==> src/rtl/stage_pkg.sv <==
// Shared definitions for the stage generator and the stage reader:
// record layout, field bit positions and the generator state encoding.
package stage_pkg;

   localparam int POS_W  = 16;
   localparam int STAT_W = 4;
   localparam int BLK_W  = 3 * POS_W + STAT_W;

   // Bit positions of each field inside a packed record
   localparam int LEFT_LSB   = 36;
   localparam int RIGHT_LSB  = 20;
   localparam int HEIGHT_LSB = 4;
   localparam int STAT_LSB   = 0;

   typedef struct packed {
      logic [POS_W-1:0]  left;
      logic [POS_W-1:0]  right;
      logic [POS_W-1:0]  height;
      logic [STAT_W-1:0] stat;
   } blk_t;

   typedef enum logic [2:0] {
      ST_IDLE,
      ST_GEN,
      ST_WRITE,
      ST_WAIT,
      ST_DONE
   } state_t;

endpackage

==> src/rtl/lfsr16.sv <==
// 16-bit Galois LFSR (mask 16'hB400). A zero seed would lock up, so it is
// replaced by 1.
module lfsr16 (
   input  logic        clk,
   input  logic        rst_n,
   input  logic [15:0] seed,
   input  logic        advance,
   output logic [15:0] value
);

   logic [15:0] seed_nz;

   assign seed_nz = (seed == 16'h0000) ? 16'h0001 : seed;

   // Load seed on reset, step one position per advance request
   always_ff @(posedge clk) begin
      if (!rst_n)
         value <= seed_nz;
      else if (advance)
         value <= value[0] ? ((value >> 1) ^ 16'hB400) : (value >> 1);
   end

endmodule

==> src/rtl/stage_gen.sv <==
// Stage generator: produces platform records (left, right, height, stat)
// into an external ring RAM, tracks the unconsumed fill level and stops
// once the horizontal coordinate space is used up.
module stage_gen
   import stage_pkg::*;
#(
   parameter int          BLK_BITS  = 52,
   parameter int          POS_DIGIT = 16,
   parameter int          STG_DEPTH = 8,
   parameter int          FIRST_W   = 400,
   parameter int          FLOOR_H   = 100,
   parameter int          MIN_W     = 64,
   parameter int          W_BITS    = 7,
   parameter int          MIN_GAP   = 16,
   parameter int          G_BITS    = 6,
   parameter int          MIN_H     = 40,
   parameter int          H_BITS    = 7,
   parameter logic [15:0] SEED      = 16'hACE1
) (
   input  logic                           i_clk_pix,
   input  logic                           i_rst_n,
   input  logic                           i_start,
   input  logic                           i_consume,
   output logic                           o_wr_en,
   output logic [$clog2(STG_DEPTH)-1:0]   o_wr_addr,
   output logic [BLK_BITS-1:0]            o_wr_data,
   output logic [$clog2(STG_DEPTH):0]     o_level,
   output logic                           o_full,
   output logic                           o_done
);

   localparam int AW  = $clog2(STG_DEPTH);
   localparam int LW  = AW + 1;
   localparam int PW1 = POS_DIGIT + 1;

   state_t                 state_q, state_d;
   logic [AW-1:0]          wr_addr_q;
   logic [LW-1:0]          level_q, level_d;
   logic [BLK_BITS-1:0]    rec_q;
   logic [POS_DIGIT-1:0]   prev_right_q;
   logic                   first_q;
   logic                   exh_q;
   logic                   done_q;

   logic [15:0]            lfsr_v;
   logic                   lfsr_adv;
   logic                   wr;
   logic                   consume_eff;

   logic [PW1-1:0]         gap, width, left_w, right_w;
   logic [POS_DIGIT-1:0]   hgt, right_c;
   logic                   ovf;
   logic                   unused_bits;

   assign wr       = (state_q == ST_WRITE);
   assign lfsr_adv = (state_q == ST_GEN) && !first_q;

   lfsr16 u_lfsr (
      .clk     (i_clk_pix),
      .rst_n   (i_rst_n),
      .seed    (SEED),
      .advance (lfsr_adv),
      .value   (lfsr_v)
   );

   // Next-record arithmetic, one bit wider than a coordinate to catch overflow
   always_comb begin
      gap     = PW1'(MIN_GAP) + PW1'(lfsr_v[G_BITS-1:0]);
      width   = PW1'(MIN_W) + PW1'(lfsr_v[W_BITS+7:8]);
      hgt     = POS_DIGIT'(MIN_H) + POS_DIGIT'(lfsr_v[H_BITS-1:0]);
      left_w  = {1'b0, prev_right_q} + PW1'(1) + gap;
      right_w = left_w + width - PW1'(1);
      ovf     = right_w[POS_DIGIT];
      right_c = ovf ? '1 : right_w[POS_DIGIT-1:0];
   end

   assign unused_bits = ^{lfsr_v, left_w};

   // Fill level: a write and a consume in the same cycle cancel; a consume
   // with nothing stored and no coincident write is ignored
   always_comb begin
      consume_eff = i_consume && ((level_q != '0) || wr);
      level_d     = level_q;
      if (wr && !consume_eff)
         level_d = level_q + LW'(1);
      else if (!wr && consume_eff)
         level_d = level_q - LW'(1);
   end

   // Next-state logic
   always_comb begin
      state_d = state_q;
      case (state_q)
         ST_IDLE:  if (i_start) state_d = ST_GEN;
         ST_GEN:   state_d = ST_WRITE;
         ST_WRITE: begin
            if (exh_q)
               state_d = ST_DONE;
            else if (level_d == LW'(STG_DEPTH))
               state_d = ST_WAIT;
            else
               state_d = ST_GEN;
         end
         ST_WAIT:  if (level_q < LW'(STG_DEPTH)) state_d = ST_GEN;
         ST_DONE:  state_d = ST_DONE;
         default:  state_d = ST_IDLE;
      endcase
   end

   // State, record build, write address and level registers
   always_ff @(posedge i_clk_pix) begin
      if (!i_rst_n) begin
         state_q      <= ST_IDLE;
         wr_addr_q    <= '0;
         level_q      <= '0;
         rec_q        <= '0;
         prev_right_q <= '0;
         first_q      <= 1'b1;
         exh_q        <= 1'b0;
         done_q       <= 1'b0;
      end else begin
         state_q <= state_d;
         level_q <= level_d;
         if (state_q == ST_GEN) begin
            first_q <= 1'b0;
            if (first_q) begin
               rec_q        <= {POS_DIGIT'(0), POS_DIGIT'(FIRST_W - 1),
                                POS_DIGIT'(FLOOR_H), 4'b0000};
               prev_right_q <= POS_DIGIT'(FIRST_W - 1);
            end else begin
               rec_q        <= {left_w[POS_DIGIT-1:0], right_c, hgt,
                                3'b000, lfsr_v[15]};
               prev_right_q <= right_c;
               exh_q        <= ovf;
            end
         end
         if (wr) begin
            wr_addr_q <= (wr_addr_q == AW'(STG_DEPTH - 1)) ? '0 : wr_addr_q + AW'(1);
            if (exh_q)
               done_q <= 1'b1;
         end
      end
   end

   assign o_wr_en   = wr;
   assign o_wr_addr = wr_addr_q;
   assign o_wr_data = rec_q;
   assign o_level   = level_q;
   assign o_full    = (level_q == LW'(STG_DEPTH));
   assign o_done    = done_q;

endmodule
==> config.mk <==
export PLATFORM = sky130hd
export DESIGN_NAME = stage_gen
export DESIGN_NICKNAME = d
export VERILOG_FILES = /design/src/rtl/stage_pkg.sv /design/src/rtl/lfsr16.sv /design/src/rtl/stage_gen.sv
export SDC_FILE = /design/constraint.sdc
export NUM_CORES = 1
export LEC_CHECK = 0
export ABC_CLOCK_PERIOD_IN_PS = 4100
export BUFFER_PORTS_ARGS = -buffer_cell sky130_fd_sc_hd__buf_2
export CORE_MARGIN = 3
export CORE_UTILIZATION = 48
export DETAILED_ROUTE_END_ITERATION = 10
export PLACE_DENSITY = 0.69
export SLEW_MARGIN = 20
export SYNTH_ARGS = -nofsm -noshare
export SYNTH_HDL_FRONTEND = slang
export SYNTH_HIERARCHICAL = 1
export SYNTH_SLANG_ARGS = --single-unit
==> constraint.sdc <==
create_clock -name i_clk_pix -period 4.1 [get_ports i_clk_pix]
set_input_delay 0.615 -clock i_clk_pix [delete_from_list [all_inputs] [get_ports i_clk_pix]]
set_output_delay 0.615 -clock i_clk_pix [all_outputs]
set_load 0.01 [all_outputs]
==> results of run 1 <==
## how the worst max path moves through the flow
stage                              startpoint                            end  slack [ns]  cells past startpoint
detailed placement  u_lfsr/value[2]$_DFFE_PP_   prev_right_q[7]$_SDFFE_PN0P_       -0.44                     16
floorplan           u_lfsr/value[0]$_DFFE_PP_  prev_right_q[10]$_SDFFE_PN0P_        0.39                     18
global route        u_lfsr/value[1]$_DFFE_PP_   prev_right_q[8]$_SDFFE_PN0P_       -0.01                     16
finish              u_lfsr/value[1]$_DFFE_PP_   prev_right_q[7]$_SDFFE_PN0P_        0.13                     16
CTS                 u_lfsr/value[2]$_DFFE_PP_   prev_right_q[0]$_SDFFE_PN0P_        0.03                     17
global placement    u_lfsr/value[2]$_DFFE_PP_   prev_right_q[8]$_SDFFE_PN0P_       -0.33                     16
## state kept, by name, indices dropped and copies added, names as in the netlist
register	flops
o_wr_data	26
u_lfsr/value	16
prev_right_q	15
o_level	4
o_wr_addr	3
state_q	3
exh_q	1
first_q	1
o_done	1
## critical path, cell delays in order, from the launching register on
cell,delay (ns)
edfxtp_1,0.40
ha_1,0.29
ha_2,0.21
fa_2,0.52
inv_1,0.08
ha_4,0.28
inv_1,0.04
ha_1,0.28
a21o_1,0.21
a311o_1,0.37
a21oi_2,0.16
o21a_1,0.17
or4_4,0.15
o21ai_4,0.09
buf_4,0.16
nor3_4,0.30
a21oi_1,0.12
## cell families after synthesis
| family | count (synthesis) |
|---|---|
| simple gates | 140 |
| compound gates | 113 |
| flops | 70 |
| buf+inv | 65 |
| fa+ha+maj | 34 |
| xor+xnor | 30 |
| mux | 12 |
| other cells | 2 |
## final cells by class
type	count	area (sq um)	area share [%]
multi-input cells	372	2560	50.9
flip-flops and latches	70	1560	31.1
repair buffers	77	450	8.97
clock buffers	10	149	2.96
well taps	105	131	2.62
inverters	34	128	2.54
clock inverters	6	43.8	0.872
## routing by layer
metal / wire length (microns) / up-vias
met1: 4350 / 1628
met4: 141 / 0
met3: 574 / 15
met2: 4660 / 101
li1: - / 1784
met5: 0 / -
## repair_timing
action / CTS / global route
resized for setup: 7 / 6
gates cloned: 0 / 0
endpoints found under the setup margin: 15 / 17
buffers inserted: 5 / 3
pin swaps: 3 / 8
## cell usage after synthesis (2+ instances only)
cell type | instances | area share, %
o211ai_1 | 8 | 1.4
fa_1 | 2 | 0.95
nor3_2 | 2 | 0.48
a22oi_1 | 9 | 1.6
nor3_1 | 15 | 1.8
or3b_2 | 2 | 0.42
a211oi_1 | 2 | 0.36
o21a_1 | 5 | 0.89
conb_1 | 2 | 0.18
nor2b_1 | 23 | 3.4
nand2b_1 | 3 | 0.45
buf_4 | 12 | 2.1
o21ai_1 | 7 | 0.83
xor2_1 | 9 | 1.9
a31oi_1 | 2 | 0.30
ha_1 | 32 | 9.5
nor4_1 | 2 | 0.30
a21o_1 | 4 | 0.71
o2111ai_1 | 2 | 0.42
buf_2 | 2 | 0.24
nor3b_1 | 3 | 0.54
a21boi_0 | 7 | 1.2
and2_1 | 5 | 0.74
nor2_1 | 21 | 1.9
inv_1 | 34 | 3.0
buf_6 | 3 | 0.80
edfxtp_1 | 16 | 11
dfxtp_1 | 54 | 26
a21oi_1 | 36 | 4.3
nand4_1 | 4 | 0.59
and3_1 | 2 | 0.30
nand3b_1 | 2 | 0.36
nand3_1 | 14 | 1.7
xnor2_1 | 21 | 4.4
mux2_2 | 12 | 3.2
o311ai_0 | 2 | 0.42
nor4_2 | 4 | 1.2
or3_1 | 3 | 0.45
o21ai_0 | 21 | 2.5
clkbuf_1 | 13 | 1.2
nand2_1 | 29 | 2.6
## through the flow
| stage | hold slack, ns | cells | TNS [ns] | worst slack, ns |
|---|---|---|---|---|
| finish | 0.467 | 674 | 0 | 0.127 |
| global route | 0.497 | 674 | -0.0356 | -0.0149 |
| CTS | 0.469 | 671 | 0 | 0.0322 |
| detailed placement | 0.456 | 650 | -2.00 | -0.445 |
| global placement | 0.451 | 650 | -1.28 | -0.328 |
| floorplan | 0.485 | 507 | 0 | 0.387 |
## power by group through the flow
stage / combinational (mW) / clock, mW / sequential (mW)
3_5_place_dp: 0.656 / 0 / 0.817
6_report: 0.721 / 0.537 / 0.801
4_1_cts: 0.693 / 0.554 / 0.801
3_3_place_gp: 0.639 / 0 / 0.815
2_1_floorplan: 0.491 / 0 / 0.813
5_1_grt: 0.814 / 0.584 / 0.809
==> metrics.yaml, run 1 <==
synth_fa_ha_area_share_pct: 10.5
synth.cell_area_sq_um: 4210
viasPerCell: 5.23
area_delta_synth_final_pct: 19.3
critPathMaxFanout: 6
drt-pass1-iter-count: 4
clock_path_buffers: 2
drt_wl_total_microns: 9730
row_count: 33
grt_use_met3_pct: 5.89
grt_first_pass_wirelength_microns: 16400
dieArea_sq_um: 9930
antenna_left: 0
met2_usage_pct: 33.5
synthCells: 466
core_region_area_sq_um: 8380
critPathKind: "register to register"
synth_mux_area_share_pct: 3.21
io_pins: 66
final_layout_size_suffix_gt1_share_pct: 23.0
reg2reg_depth: 16
power.internal_mw: 1.34
finalSetupViolCount: 0
fin_crit_sh_pct: 96.9
clock.fmax_mhz: 252
grtUsageTotal_pct: 20.6
finalPower_mw: 2.06
grt-busiest-layer: "met2"
relSlewSlack_pct: 47.6
cts_sinks: 70
hold_buffers: 0
synth-compound-area-share_pct: 16.9
placedInstanceArea_sq_um: 4690
pwr-share-seq_pct: 38.9
hold_class: "register to register"
syn_area_per_cell_sq_um: 9.03
clock_skew_ns: 0.00410
htreeDepth: 3
synthSimpleGateAreaFrac_pct: 18.4
clk_pin_slew_ns: 0.08
swShare_pct: 35.0
antennaDiodeCount: 0
worstHoldStart: "o_wr_data[0]$_SDFFE_PN0P_"
drcViolationCount: 0
pwr_density_cell_nw_per_um2: 410
post-route-util_pct: 59.9
max_slew.worst_pin.slew_ns: 0.785
initial_core_util_pct: 50.2
cap_violations: 0
initialDrtViolationCount: 175
cts_tree: "built"
status: "finished clean"
synth_top_family_by_area: "simple AND/OR/NAND/NOR gates"
die_w_microns: 99.6
wl_per_cell_microns: 14.4
gr-usage-met1_pct: 26.9
rrSetupSlack_ns: 0.13
combPwrFrac_pct: 35.0
num_vias: 3528
root_buffer: "clkbuf_8"
irDropWorstVdd_uv: 258
clock_power_share_pct: 26.1
die_h_microns: 99.6
synth_edf_count: 16
clkLatencyLatePin_ns: 0.35
fin_crit_ns: 3.97
gp_congestion: 0.863
drv_slew: 0
critPathRequiredTime_ns: 4.33
dp_hpwl_microns: 7020
grt_pass1_vias: 3453
leakage_nw: 2.16
final_area_sq_um: 5020
yosys.area_share.xor_xnor_pct: 6.24
p_sw_mw: 0.721
rsz0062_at_grt: "true"
finalHoldViolCount: 0
r2r_end: "prev_right_q[7]$_SDFFE_PN0P_"
async_flop_share_pct: 0
startpoint_type: "register"
yosysSeqAreaShare_pct: 37.1
synthFlopType: "dfxtp_1"
ys_warn_count: 6
overflow: 0
whs_endpoint: "o_wr_data[0]$_SDFFE_PN0P_"
fill_cells: 744
antenna_found_initial: 0
portBuffers: 54
final_cell_mix: "dfxtp_1, buf_2, conb_1, a21oi_1, inv_1"
cts_buffers: 9
synthDistinctLibCells: 56
rr_startpoint: "u_lfsr/value[1]$_DFFE_PP_"
nets: 602
min_path_cells: 2
cp-end-kind: "register"
synth-seq-cells: 70
arrival_ns: 4.20
grt_max_degree: 48
No activity file was read; power rests on OpenSTA's default activity.
==> run 2, diff against run 1 <==
--- a/config.mk
+++ b/config.mk
@@ -8,9 +8,9 @@
 export ABC_CLOCK_PERIOD_IN_PS = 4100
 export BUFFER_PORTS_ARGS = -buffer_cell sky130_fd_sc_hd__buf_2
 export CORE_MARGIN = 3
-export CORE_UTILIZATION = 48
+export CORE_UTILIZATION = 49
 export DETAILED_ROUTE_END_ITERATION = 10
-export PLACE_DENSITY = 0.69
+export PLACE_DENSITY = 0.71
 export SLEW_MARGIN = 20
 export SYNTH_ARGS = -nofsm -noshare
 export SYNTH_HDL_FRONTEND = slang
==> metrics.yaml, run 2 (synthesized netlist as in run 1, its figures left out) <==
overflow: 0  # unchanged
relSlewSlack_pct: 44.8  # -2.7 points
clock.fmax_mhz: 253  # +0.46%
fin_crit_sh_pct: 96.5  # -0.44 points
nets: 600  # -0.33%
htreeDepth: 3  # unchanged
clk_pin_slew_ns: 0.08  # about the same
grt_max_degree: 48  # unchanged
setup_tns_ns: 0  # unchanged
drcViolationCount: 0  # unchanged
antennaDiodeCount: 0  # unchanged
drt_wl_total_microns: 9840  # +1.1%
initialDrtViolationCount: 164  # -6.3%
row_count: 33  # unchanged
cap_violations: 0  # unchanged
critPathKind: "register to register"
leakage_nw: 2.16  # +0.26%
arrival_ns: 4.23  # +0.03 ns
area_delta_synth_final_pct: 19.5
grt_first_pass_wirelength_microns: 16400  # -0.21%
finalSetupViolCount: 0  # unchanged
final_layout_size_suffix_gt1_share_pct: 21.9  # -1.2 points
cts_sinks: 70  # unchanged
grt-busiest-layer: "met2"
fin_cells: 672  # -0.30%
grt_use_met3_pct: 4.25  # -1.6 points
core_region_area_sq_um: 8300  # -0.99%
met2_usage_pct: 34.7  # +1.2 points
dp_hpwl_microns: 7050  # +0.40%
status: "finished clean"
grt_pass1_vias: 3413  # -1.2%
num_vias: 3585  # +1.6%
final_cell_mix: "dfxtp_1, buf_2, conb_1, a21oi_1, inv_1"
die_h_microns: 98.7  # -0.96%
irDropWorstVdd_uv: 273  # +5.7%
dieArea_sq_um: 9740  # -1.9%
clock_path_buffers: 2  # unchanged
gp_congestion: 0.904  # +4.7%
min_path_cells: 2  # unchanged
max_slew.worst_pin.slew_ns: 0.827  # +0.0421 ns
wl_per_cell_microns: 14.6  # +1.4%
clock_skew_ns: 0.0104  # +0.00633 ns
grtUsageTotal_pct: 20.8  # +0.27 points
largest_reg_flops: 26  # unchanged
antenna_found_initial: 0  # unchanged
finalHoldViolCount: 0  # unchanged
critPathRequiredTime_ns: 4.37  # +0.04 ns
startpoint_type: "register"
io_pins: 66  # unchanged
pwr_density_cell_nw_per_um2: 433  # +5.5%
antenna_left: 0  # unchanged
cts_buffers: 9  # unchanged
drv_slew: 0  # unchanged
gr-usage-met1_pct: 25.8  # -1.1 points
portBuffers: 54  # unchanged
finalPower_mw: 2.18  # +5.7%
cp-end-kind: "register"
dp_cells: 649  # -0.15%
hold_class: "register to register"
cts_tree: "built"
root_buffer: "clkbuf_8"
fin_crit_ns: 3.96  # -0.0181 ns
reg2reg_depth: 16  # unchanged
critPathMaxFanout: 8  # +2
hold_buffers: 0  # unchanged
drt-pass1-iter-count: 5  # +1
initial_core_util_pct: 50.7  # +0.50 points
die_w_microns: 98.7  # -0.96%
viasPerCell: 5.33  # +1.9%
clkLatencyLatePin_ns: 0.36  # about the same
run 2: path summary, 6_finish.rpt:
kind                             start  slack (ns)                      endpoint
min          o_wr_data[5]$_SDFFE_PN0P_        0.47     o_wr_data[5]$_SDFFE_PN0P_
max          u_lfsr/value[1]$_DFFE_PP_        0.14  prev_right_q[4]$_SDFFE_PN0P_
max reg2reg  u_lfsr/value[1]$_DFFE_PP_        0.14  prev_right_q[4]$_SDFFE_PN0P_
min reg2reg  o_wr_data[5]$_SDFFE_PN0P_        0.47     o_wr_data[5]$_SDFFE_PN0P_
run 2: critical path, stage by stage (launching register included):
cell and delay [ns]:
edfxtp_1 0.42, ha_1 0.29, ha_2 0.22, fa_2 0.54
inv_1 0.07, ha_4 0.28, inv_1 0.04, ha_1 0.27
a21o_1 0.15, a311o_1 0.18, a21oi_1 0.09, o21a_1 0.25
or4_4 0.46, o21ai_4 0.26, buf_6 0.16, nor2_1 0.04
o21ai_1 0.15
run 2: what timing repair did:
action / in CTS / in global routing
setup endpoints to repair: 2 / 17
pin swaps: 1 / 6
resized for setup: 1 / 8
setup buffers: 3 / 4
run 2: routing by layer:
metal  share of wire, %  vias to the layer above
li1                   -                     1773
met1                 43                     1703
met2                 49                       90
met3                4.7                       19
met4                2.5                        0
met5                  0                        -
run 2: final cells by class:
class | count | area (sq um)
fill | 743 | 3270
multi-input combinational | 372 | 2550
sequential | 70 | 1560
timing repair buffer | 75 | 432
clock buffer | 11 | 153
tap | 105 | 131
inverter | 34 | 128
clock inverter | 5 | 80.1
run 2: stage by stage:
step | hold slack (ns) | setup slack [ns] | util [%] | area, sq um
3_5_place_dp | 0.460 | 0.0411 | 56.4 | 4680
4_1_cts | 0.473 | -0.00759 | 59.5 | 4940
6_report | 0.470 | 0.145 | 60.6 | 5030
2_1_floorplan | 0.485 | 0.387 | - | 4360
3_3_place_gp | 0.454 | 0.0847 | 56.4 | 4680
5_1_grt | 0.496 | -0.0422 | 60.6 | 5030
run 2: power by group:
part	switching [mW]	internal, mW
Clock	0.280	0.379
Combinational	0.399	0.317
Sequential	0.0500	0.751
==> run 3, diff against run 2 <==
--- a/config.mk
+++ b/config.mk
@@ -5,12 +5,13 @@
 export SDC_FILE = /design/constraint.sdc
 export NUM_CORES = 1
 export LEC_CHECK = 0
-export ABC_CLOCK_PERIOD_IN_PS = 4100
+export ABC_AREA = 1
+export ABC_CLOCK_PERIOD_IN_PS = 3600
 export BUFFER_PORTS_ARGS = -buffer_cell sky130_fd_sc_hd__buf_2
 export CORE_MARGIN = 3
 export CORE_UTILIZATION = 49
 export DETAILED_ROUTE_END_ITERATION = 10
-export PLACE_DENSITY = 0.71
+export PLACE_DENSITY = 0.73
 export SLEW_MARGIN = 20
 export SYNTH_ARGS = -nofsm -noshare
 export SYNTH_HDL_FRONTEND = slang
==> constraint.sdc (replaced) <==
create_clock -name i_clk_pix -period 3.6 [get_ports i_clk_pix]
set_input_delay 0.54 -clock i_clk_pix [delete_from_list [all_inputs] [get_ports i_clk_pix]]
set_output_delay 0.54 -clock i_clk_pix [all_outputs]
set_load 0.01 [all_outputs]
==> metrics.yaml, run 3 <==
critPathKind: "register to register"
yosysSeqAreaShare_pct: 35.0  # -2.1 points
irDropWorstVdd_uv: 376  # +38%
nets: 793  # +32%
clock_skew_ns: 0.00981  # -0.000631 ns
initial_core_util_pct: 50.8  # +0.13 points
antenna_left: 0  # unchanged
drcViolationCount: 0  # unchanged
fin_crit_sh_pct: 102  # +5.7 points
overflow: 0  # unchanged
synth.most_common_cell: "nand2_1"
clock.fmax_mhz: 272  # +7.5%
path_cells: "ha_1 -> ha_4 -> fa_2 -> nand2_2 -> nand3_2 -> nand2_2 -> xnor2_2 -> inv_1 -> ha_1 -> inv_2 -> ha_4 -> buf_6 -> nand2_4 -> nor2_4 -> a21oi_4 -> nor2_4 -> nand3_4 -> nor2_8 -> buf_4 -> nor2_1 -> nor2_1 -> a21oi_1"
syn_area_per_cell_sq_um: 7.14  # -21%
synth_top_area_cell: "dfxtp_1"
finalHoldViolCount: 0  # unchanged
fin_ws_ns: -0.0785  # -0.223 ns
antennaDiodeCount: 0  # unchanged
critPathRequiredTime_ns: 3.80  # -0.57 ns
row_count: 34  # +3.0%
p_sw_mw: 1.28  # +76%
htreeDepth: 3  # unchanged
power.internal_mw: 2.01  # +39%
cp-end-kind: "register"
final_layout_size_suffix_gt1_share_pct: 25.7  # +3.8 points
dp_hpwl_microns: 8620  # +22%
swShare_pct: 38.9  # +5.4 points
rsz0062_at_grt: "true"
clock_path_buffers: 2  # unchanged
clock_power_share_pct: 19.6  # -11 points
clk_pin_slew_ns: 0.08  # about the same
finalSetupViolCount: 10  # +10
synthTopCellsByCount: "nand2_1, inv_1, dfxtp_1, nor2_1, a21oi_1"
hold_class: "register to register"
fill_cells: 767  # +3.2%
viasPerCell: 5.02  # -6.0%
synthDistinctLibCells: 46  # -18%
cap_violations: 0  # unchanged
antenna_found_initial: 0  # unchanged
relSlewSlack_pct: 48.5  # +3.7 points
io_pins: 66  # unchanged
synthCells: 624  # +34%
grt_max_degree: 37  # -23%
violations: "negative setup slack"
synth-seq-cells: 70  # unchanged
crit_buf_inv: 4  # +1
layout_commonest_cell: "nand2_1"
synth_top_area_share_pct: 24.3  # -1.4 points
synth.cell_area_sq_um: 4460  # +5.9%
async_flop_share_pct: 0  # unchanged
combPwrFrac_pct: 51.6  # +19 points
die_h_microns: 101  # +2.7%
clkLatencyLatePin_ns: 0.35  # about the same
critPathMaxFanout: 3  # -5
grtUsageTotal_pct: 23.2  # +2.3 points
die_w_microns: 101  # +2.7%
area_delta_synth_final_pct: 28.2
num_vias: 4354  # +21%
cpLargestDelayFamily: "adder cells"
gp_congestion: 0.897  # -0.77%
portBuffers: 54  # unchanged
pwr-share-seq_pct: 28.9  # -7.9 points
cts_tree: "built"
pwr_density_cell_nw_per_um2: 578  # +34%
core_region_area_sq_um: 8760  # +5.6%
cts_buffers: 9  # unchanged
largest_reg_flops: 26  # unchanged
multi_input_area_sq_um: 2820  # +11%
final_cell_mix: "nand2_1, inv_1, buf_2, dfxtp_1, buf_4"
wl_per_cell_microns: 13.9  # -4.8%
drv_slew: 0  # unchanged
synth_area_leaders: "dfxtp_1, nand2_1, edfxtp_1"
status: "finished, violations left"
cts_sinks: 70  # unchanged
fin_crit_ns: 3.68  # -0.277 ns
leakage_nw: 2.93  # +36%
drt-pass1-iter-count: 5  # unchanged
seq_area_sq_um: 1560  # about the same
cp_slowest_stage_delay_ns: 0.40  # -0.14 ns
ys_warn_count: 6  # unchanged
worst_path_max_delay_cell: "edfxtp_1"
hold_ws_ns: 0.457  # -0.0123 ns
initialDrtViolationCount: 186  # +13%
arrival_ns: 3.87  # -0.36 ns
root_buffer: "clkbuf_8"
synthFlopType: "dfxtp_1"
grt_first_pass_wirelength_microns: 19100  # +17%
max_slew.worst_pin.slew_ns: 0.772  # -0.0556 ns
grt_pass1_vias: 4195  # +23%
synth_edf_count: 16  # unchanged
dieArea_sq_um: 10300  # +5.5%
drt_wl_total_microns: 12100  # +23%
hold_buffers: 0  # unchanged
startpoint_type: "register"
finalPower_mw: 3.30  # +52%
-- run 3: per-layer routing --
metal	global-route usage, %	up-vias	part of all wire (%)
met4	6.44	0	1.3
met1	28.7	2025	42
met3	5.44	15	5.1
met5	0	-	0
li1	-	2191	-
met2	40.2	123	51
-- run 3: cells by family (layout without fill, tap and decap cells) --
| kind of cell | after synthesis | in the layout | synth area share [%] |
|---|---|---|---|
| adders and majority gates | 34 | 34 | 9.88 |
| xor gates and xnor gates | 15 | 15 | 2.95 |
| DFF | 70 | 70 | 35.0 |
| buffers and inverters | 113 | 208 | 10.9 |
| other | 2 | 43 | 0.169 |
| AOI/OAI and AO/OA | 81 | 81 | 10.2 |
| and+or+nand+nor | 309 | 309 | 30.9 |
-- run 3: worst min-delay path: stages, from the launching register on --
cell and delay (ns):
dfxtp_1 0.31, inv_1 0.05, a21oi_1 0.05
-- run 3: worst paths after layout --
kind         slack (ns)  cells past startpoint                            end                      start
min                0.46                      2            o_done$_SDFFE_PN0P_        o_done$_SDFFE_PN0P_
max               -0.08                     22  prev_right_q[12]$_SDFFE_PN0P_  u_lfsr/value[1]$_DFFE_PP_
max reg2reg       -0.08                     22  prev_right_q[12]$_SDFFE_PN0P_  u_lfsr/value[1]$_DFFE_PP_
min reg2reg        0.46                      2            o_done$_SDFFE_PN0P_        o_done$_SDFFE_PN0P_
-- run 3: cell type report --
class / count / area share, %
inverter: 88 / 5.92
multi-input combinational: 482 / 49.5
tap: 108 / 2.37
clock inverter: 6 / 1.05
timing repair buffer: 104 / 11.4
sequential: 70 / 27.4
clock buffer: 10 / 2.41
-- run 3: stage by stage --
step | area (sq um) | utilization, % | worst slack (ns) | instances | setup TNS (ns)
2_1_floorplan | 4610 | - | 0.0302 | 665 | 0
3_3_place_gp | 5130 | 58.5 | -0.0388 | 837 | -0.264
3_5_place_dp | 5130 | 58.5 | -0.212 | 837 | -2.29
4_1_cts | 5470 | 62.4 | 0.0210 | 858 | 0
5_1_grt | 5710 | 65.2 | -0.250 | 868 | -2.94
6_report | 5710 | 65.2 | -0.0785 | 868 | -0.356
-- run 3: timing repair --
item                                    in CTS  in global routing
resized for setup                           15                 36
cloned                                       0                  0
endpoints found under the setup margin      17                 17
buffers inserted                             5                 10
pin swaps                                    4                 24
-- run 3: power groups by stage --
stage | Combinational [mW] | Sequential [mW] | Clock, mW
finish | 1.70 | 0.952 | 0.645
global route | 1.86 | 0.963 | 0.698
CTS | 1.43 | 0.948 | 0.657
detailed placement | 1.30 | 0.966 | 0
global placement | 1.26 | 0.963 | 0
floorplan | 0.822 | 0.977 | 0
